**src/rtl/fifo_write_arbiter_if.sv**
```systemverilog
// Write-port bundle between the requesters/FIFO flag (master side) and the
// round-robin FIFO write arbiter (slave side).
interface fifo_write_arbiter_if #(
    parameter int NREQ       = 4,
    parameter int DATA_WIDTH = 8
);
    localparam int OW = $clog2(NREQ);

    logic [NREQ-1:0]            req;
    logic [NREQ*DATA_WIDTH-1:0] req_data;
    logic [NREQ-1:0]            req_last;
    logic                       full;
    logic                       w_en;
    logic [DATA_WIDTH-1:0]      wdata;
    logic [NREQ-1:0]            gnt;
    logic [OW-1:0]              owner;
    logic                       busy;

    modport master (
        output req, req_data, req_last, full,
        input  w_en, wdata, gnt, owner, busy
    );

    modport slave (
        input  req, req_data, req_last, full,
        output w_en, wdata, gnt, owner, busy
    );
endinterface

```
**src/rtl/fifo_write_arbiter.sv**
```systemverilog
// Round-robin arbiter sharing the async FIFO write port among NREQ requesters.
// Define WARB_BURST_LIMIT_EN to end each grant after MAX_BURST accepted beats.
module fifo_write_arbiter #(
    parameter int NREQ       = 4,
    parameter int DATA_WIDTH = 8,
    parameter int MAX_BURST  = 4
) (
    input  logic                 wclk,
    input  logic                 wrst_n,
    fifo_write_arbiter_if.slave  bus
);
    localparam int OW = $clog2(NREQ);

    typedef enum logic {
        IDLE,
        BURST
    } state_t;

    if (NREQ < 2 || NREQ > 8) begin : gBadNreq
        $error("fifo_write_arbiter: NREQ must be in 2..8");
    end
    if (MAX_BURST < 1 || MAX_BURST > 255) begin : gBadBurst
        $error("fifo_write_arbiter: MAX_BURST must be in 1..255");
    end

    state_t                state_q;
    logic [OW-1:0]         owner_q;
    logic [OW-1:0]         lastServed_q;
    logic [7:0]            beatCount_q;
    logic                  busy_q;

    logic [OW-1:0]         winner;
    logic                  anyReq;
    logic                  ownerReq;
    logic                  ownerLast;
    logic [DATA_WIDTH-1:0] ownerData;
    logic                  accept;
    logic                  limitHit;
    logic                  burstEnd;

    // Rotating priority: the requester just after the last-served one wins.
    always_comb begin
        logic          found;
        logic [OW-1:0] cand;
        winner = lastServed_q;
        found  = 1'b0;
        for (int k = 1; k <= NREQ; k++) begin
            cand = OW'((int'(lastServed_q) + k) % NREQ);
            if (!found && bus.req[cand]) begin
                winner = cand;
                found  = 1'b1;
            end
        end
    end

    assign anyReq = |bus.req;

    always_comb begin
        ownerReq  = 1'b0;
        ownerLast = 1'b0;
        ownerData = '0;
        for (int i = 0; i < NREQ; i++) begin
            if (owner_q == OW'(i)) begin
                ownerReq  = bus.req[i];
                ownerLast = bus.req_last[i];
                ownerData = bus.req_data[i*DATA_WIDTH +: DATA_WIDTH];
            end
        end
    end

    assign accept = busy_q & ownerReq & ~bus.full;

`ifdef WARB_BURST_LIMIT_EN
    assign limitHit = ((beatCount_q + 8'd1) == 8'(MAX_BURST));
`else
    assign limitHit = 1'b0;
`endif

    // A withdrawn request ends the grant even while the FIFO is full.
    assign burstEnd = busy_q & (~ownerReq | (accept & (ownerLast | limitHit)));

    always_ff @(posedge wclk or negedge wrst_n) begin
        if (!wrst_n) begin
            state_q      <= IDLE;
            owner_q      <= '0;
            lastServed_q <= OW'(NREQ - 1);
            beatCount_q  <= '0;
            busy_q       <= 1'b0;
        end else begin
            case (state_q)
                IDLE: begin
                    if (anyReq) begin
                        state_q     <= BURST;
                        busy_q      <= 1'b1;
                        owner_q     <= winner;
                        beatCount_q <= '0;
                    end
                end
                BURST: begin
                    if (accept) begin
                        beatCount_q <= beatCount_q + 8'd1;
                    end
                    if (burstEnd) begin
                        state_q      <= IDLE;
                        busy_q       <= 1'b0;
                        lastServed_q <= owner_q;
                    end
                end
            endcase
        end
    end

    assign bus.w_en  = accept;
    assign bus.gnt   = accept ? (NREQ'(1) << owner_q) : '0;
    assign bus.wdata = busy_q ? ownerData : '0;
    assign bus.owner = owner_q;
    assign bus.busy  = busy_q;
endmodule
```
**src/flat_wrapper.sv**
```systemverilog
// flat-port wrapper written by rule: the top's interface ports become plain ports
module fifo_write_arbiter_flat 
#(
    parameter int NREQ       = 4,
    parameter int DATA_WIDTH = 8,
    parameter int MAX_BURST  = 4
)
  (wclk, wrst_n, bus_req, bus_req_data, bus_req_last, bus_full, bus_w_en, bus_wdata, bus_gnt, bus_owner, bus_busy);
  fifo_write_arbiter_if #(.NREQ(NREQ), .DATA_WIDTH(DATA_WIDTH)) bus_i ();
  input  logic wclk;
  input  logic wrst_n;
  input wire logic [$bits(bus_i.req)-1:0] bus_req;
  input wire logic [$bits(bus_i.req_data)-1:0] bus_req_data;
  input wire logic [$bits(bus_i.req_last)-1:0] bus_req_last;
  input wire logic [$bits(bus_i.full)-1:0] bus_full;
  output wire logic [$bits(bus_i.w_en)-1:0] bus_w_en;
  output wire logic [$bits(bus_i.wdata)-1:0] bus_wdata;
  output wire logic [$bits(bus_i.gnt)-1:0] bus_gnt;
  output wire logic [$bits(bus_i.owner)-1:0] bus_owner;
  output wire logic [$bits(bus_i.busy)-1:0] bus_busy;
  assign bus_i.req = bus_req;
  assign bus_i.req_data = bus_req_data;
  assign bus_i.req_last = bus_req_last;
  assign bus_i.full = bus_full;
  assign bus_w_en = bus_i.w_en;
  assign bus_wdata = bus_i.wdata;
  assign bus_gnt = bus_i.gnt;
  assign bus_owner = bus_i.owner;
  assign bus_busy = bus_i.busy;
  fifo_write_arbiter #(.NREQ(NREQ), .DATA_WIDTH(DATA_WIDTH), .MAX_BURST(MAX_BURST)) u_core (.wclk(wclk), .wrst_n(wrst_n), .bus(bus_i));
endmodule
```
**config.mk**
```make
export PLATFORM = sky130hd
export DESIGN_NAME = fifo_write_arbiter_flat
export DESIGN_NICKNAME = d
export VERILOG_FILES = /design/src/rtl/fifo_write_arbiter_if.sv /design/src/rtl/fifo_write_arbiter.sv /design/src/flat_wrapper.sv
export SDC_FILE = /design/constraint.sdc
export NUM_CORES = 1
export LEC_CHECK = 0
export CORE_AREA = 5 5 44 65
export DETAILED_ROUTE_END_ITERATION = 8
export DIE_AREA = 0 0 49 70
export GPL_ROUTABILITY_DRIVEN = 0
export PLACE_DENSITY_LB_ADDON = 0.3
export SLEW_MARGIN = 10
export SYNTH_ARGS = -nofsm -noshare
export SYNTH_HDL_FRONTEND = slang
export SYNTH_SLANG_ARGS = --single-unit
```
**constraint.sdc**
```tcl
create_clock -name wclk -period 3.8 [get_ports wclk]
set_input_delay 0.95 -clock wclk [delete_from_list [all_inputs] [get_ports wclk]]
set_output_delay 0.95 -clock wclk [all_outputs]
set_load 0.02 [all_outputs]
```
# --- Word level (Yosys, flattened, before mapping) ---
# Index checks and enable logic that the tools add are counted.
word_totals:
  ff_bits: 6
  output_inout_bits: 16
  word_cells: 72
op_classes:
  addsub: 4
  magnitude_cmp: 4
  eq_ne: 5
  shift: 1
  n_mux: 35
  n_bitwise: 8
  n_reduce_logical: 11
ops:
  columns: ["cell", "count"]
  rows:
  - ["8-bit two-way mux", 5]
  - ["1-bit two-way mux", 19]
  - ["2-bit by 3-bit less-than comparator with 1-bit output (second input constant)", 4]
  - ["1-bit binary-select mux with 2-bit select", 4]
  - ["2-bit two-way mux", 4]
  - ["2-bit AND reduction", 3]
  - ["2-bit by 1-bit adder with 2-bit output (second input constant)", 2]
  - ["2-bit adder (second input constant)", 2]
  - ["1-bit AND", 4]
  - ["2-bit equality test (second input constant)", 2]
  - ["4-bit two-way mux", 1]
  - ["1-bit one-hot mux with 2 select lines", 2]
  - ["4-bit OR reduction", 1]
  - ["1-bit by 2-bit left shift with 4-bit output (first input constant)", 1]
  - ["1-bit logical AND", 3]
  - ["1-bit logical NOT", 3]
  - ["1-bit NOT", 3]
  - ["2-bit by 1-bit equality test with 1-bit output (second input constant)", 1]
  - ["2-bit logical NOT", 1]
  - ["2-bit by 1-bit != test with 1-bit output (second input constant)", 1]
  - ["2-bit != test (second input constant)", 1]
  - ["1-bit OR", 1]

# --- Logic depth before layout (Yosys ltp) ---
depth:
  ltp_word: 13
  depth_mapped: 6
  mapped_depth_nobuf: 5

# --- Worst setup path before layout ---
# No wires, ideal clock.
synth_path:
  path_type: "input port to output port"
  start: "input bus_req[3]"
  end: "output bus_gnt[1]"
  arrival_ns: 2.342
  slack_ns: 0.508
  stages: 6
  path_buffers: 1
  path_cell_list: "clkbuf_2 > mux4_2 > inv_2 > nor3_1 > nand2_1 > nor2_1"
synth_via:
  elab_chain_cells: 4
synth_rtl:
  columns: ["element", "line", "rtl"]
  rows:
  - ["start, declared", "flat_wrapper.sv:12", "input wire logic [$bits(bus_i.req)-1:0] bus_req;"]
  - ["1-bit two-way mux", "fifo_write_arbiter.sv:63", "if (owner_q == OW'(i)) begin"]
  - ["1-bit AND (2 in a row)", "fifo_write_arbiter.sv:71", "assign accept = busy_q & ownerReq & ~bus.full;"]
  - ["named net bus_w_en", "flat_wrapper.sv:16", "output wire logic [$bits(bus_i.w_en)-1:0] bus_w_en;"]
  - ["4-bit two-way mux", "fifo_write_arbiter.sv:114", "assign bus.gnt = accept ? (NREQ'(1) << owner_q) : '0;"]
  - ["end, declared", "flat_wrapper.sv:18", "output wire logic [$bits(bus_i.gnt)-1:0] bus_gnt;"]
# The timed path passes the listed nets, and every way through them passes these cells.

# --- Worst setup path after layout ---
layout_path:
  start: "input bus_req[0]"
  end: "output bus_gnt[3]"
layout_via:
  elab_chain_cells: 7
layout_rtl:
  columns: ["element", "line"]
  rows:
  - ["1-bit two-way mux (4 in a row)", "fifo_write_arbiter.sv:63"]
  - ["1-bit AND (2 in a row)", "fifo_write_arbiter.sv:71"]
  - ["4-bit two-way mux", "fifo_write_arbiter.sv:114"]
# No other way between the ends.

==> flow_summary.ini <==
[setup_path]
endpoint_kind = output pin
path_max_fanout = 3
crit_start = bus_req[0]
critPathLaunchType = primary input
worstRegToRegCells = 6
cp.buffers_inverters = 3
cp.arrival_ns = 2.74
rr_startpoint = u_core.bus.owner[0]$_DFFE_PN0P_
crit_type = in -> out
critPathSlowestCell = clkdlybuf4s50_1
crit_required_ns = 2.85
timing.critical_path.mode_cell = clkdlybuf4s50_1
slowest_delay_ns = 0.54
cp_cell_sequence = clkdlybuf4s50_1 > mux4_2 > inv_2 > nor3_2 > and3_1 > clkdlybuf4s50_1
cp_top_family = buffers and inverters
crit_cells = 6

[finish]
antenna_cells = 0
multi_input_area_um2 = 532
layoutNonFillerInstCount = 160
seq_area_um2 = 153
layout.nets = 181
final_common_cell = clkdlybuf4s50_1
design_area_mm2 = 0.00141
layout-drive-gt1-share = 0.212
area_growth_pct = 88.0
most-common-layout-cells = 58 x clkdlybuf4s50_1, 9 x mux4_2, 8 x and2_1, 8 x buf_4, 6 x inv_1
fillerInstances = 192

[route]
drc = 0
post_drt_wl_per_cell_um = 17.3
final_antenna_net_count = 0
firstDrtPassIters = 4
drt_iter0_drc = 23
num_vias = 869
routed_wl_um = 2770
routed_via_density = 5.43

[floorplan]
die_h_um = 70
num_rows = 21
initial_utilization = 0.339
io_pins = 59
core_area_mm2 = 0.00221
dieArea_mm2 = 0.00343
die_w_um = 49

[clock_network]
cts-htree-levels = 1
clk_pin_slew_ns = 0.05
cts_sinks = 6
holdBufCountCts = 0
cts_root_buffer = clkbuf_4
cts_buffer_depth = 2
cts_tree = yes
cts_buffers = 3
clock_latency_ns = 0.25

[power_and_ir_drop]
pwr_density_cell_mw_per_mm2 = 535
cellLeakagePower_nw = 0.556
vdd_ir_drop_max_v = 0.000363

[synthesis]
ys_warn_count = 0
yosysSeqAreaShare = 0.204
syn_avg_cell_area_um2 = 10.1
synth_seq_cells = 6
yosysUniqueCellTypes = 32
synth_fp_nets = 117
syn_area_um2 = 748
synthCells = 74

[timing]
finalMaxSlewViolations = 0
relSlewSlack = 0.728
skew_ns = 0.00345
finalSetupViolations = 0
fin_crit_ns = 3.69
min_period_over_period = 0.972
rsz0062_at_grt = false
clock.fmax_mhz = 271
finalHoldViolCount = 0
worst-slew-pin-transition_ns = 0.404

[hold_path]
hold_path_startpoint = u_core.state_q$_DFF_PN0_
worst_hold_path_type = reg -> reg
hold_path_depth = 2

[placement]
io_buffers = 58
place_area_mm2 = 0.00138
dpl.cell_count = 156
dp_hpwl_um = 2290

[global_route]
grt_max_degree = 18
grt_pass1_vias = 911
grt_use_total = 0.168
antenna_found_initial = 0
overflow = 0
grt_pass1_wl_um = 4530

[run_status]
outcome = complete, no violations

[job]
drv_cap = 0
[synthesized netlist by cell type, drive strengths merged]
master / count / share of area
nor4bb: 1 / 0.013
inv: 7 / 0.035
nor4: 2 / 0.017
nor3b: 2 / 0.020
o21ai: 2 / 0.013
nor3: 2 / 0.013
o41ai: 1 / 0.012
a221oi: 1 / 0.012
mux4: 9 / 0.27
o31ai: 1 / 0.028
clkbuf: 2 / 0.012
a21o: 1 / 0.010
and2: 8 / 0.067
o22ai: 2 / 0.017
mux2: 2 / 0.040
dfrtp: 4 / 0.13
o221a: 1 / 0.015
mux2i: 3 / 0.040
nor2: 6 / 0.040
nand2: 2 / 0.010
dfstp: 2 / 0.070
buf: 5 / 0.045
and3: 1 / 0.0084
nand3: 1 / 0.0067
a21oi: 4 / 0.027
o311a: 1 / 0.013
a22oi: 1 / 0.010
[registers in the layout, summed over array words and instances, names as in the netlist]
register / flops
u_core.state_q: 1
u_core.bus.owner: 2
u_core.bus.busy: 1
u_core.lastServed_q: 2
[worst register-to-register path, cell delays in order, from the launching register on]
cell     delay [ns]
dfrtp_1        0.56
buf_4          0.28
mux2i_1        0.10
nor3b_1        0.32
o31ai_4        0.12
nor2_4         0.14
mux2_4         0.31
[what timing repair did]
action | CTS | global route
setup buffers | 0 | 0
endpoints found under the setup margin | 2 | 0
gates resized for setup | 1 | 0
[cell families after synthesis]
logic type,share of synthesized area
simple gates,0.196
compound gates,0.157
mux,0.351
buf+inv,0.0920
flops,0.204
[stage by stage]
step            util  power [W]  worst slack, ns  hold WS, ns  TNS (ns)
6_report       0.637   0.000752            0.107        0.617         0
4_1_cts        0.637   0.000760           0.0854        0.614         0
5_1_grt        0.637   0.000806           0.0715        0.637         0
3_5_place_dp   0.623   0.000691          -0.0133        0.605   -0.0133
2_1_floorplan      -   0.000504            0.508        0.557         0
3_3_place_gp   0.623   0.000676           0.0307        0.581         0
[routing by layer]
layer  vias up  GRT usage  wire length [µm]
li1        406          -                 -
met2        45      0.302              1520
met3        10     0.0553               238
met4         0     0.0928                90
met1       408      0.162               913
met5         -          0                 0
[where the power goes]
part / leakage [nW] / internal, W / total, W / switching [W]
clock: 0.0150 / 0.0000398 / 0.0000635 / 0.0000237
sequential: 0.0671 / 0.000102 / 0.000167 / 0.0000647
combinational: 0.474 / 0.000303 / 0.000522 / 0.000219
[area by class of cell]
| type | instances | area share |
|---|---|---|
| clock buffers | 4 | 0.0187 |
| flip-flops and latches | 6 | 0.109 |
| well taps | 23 | 0.0205 |
| multi-input cells | 54 | 0.378 |
| inverters | 7 | 0.0187 |
| repair buffers | 66 | 0.456 |
[worst paths after layout]
kind / slack [ns] / endpoint
setup / recovery: 0.11 / bus_gnt[3]
min in group asynchronous: 0.93 / u_core.bus.owner[1]$_DFFE_PN0P_
setup reg to reg: 1.88 / u_core.lastServed_q[0]$_DFFE_PN1P_
hold reg to reg: 0.62 / u_core.state_q$_DFF_PN0_
hold / removal: 0.62 / u_core.state_q$_DFF_PN0_
max in group asynchronous: 2.60 / u_core.lastServed_q[1]$_DFFE_PN1P_
Note: power is estimated with default switching activity, not from simulation.
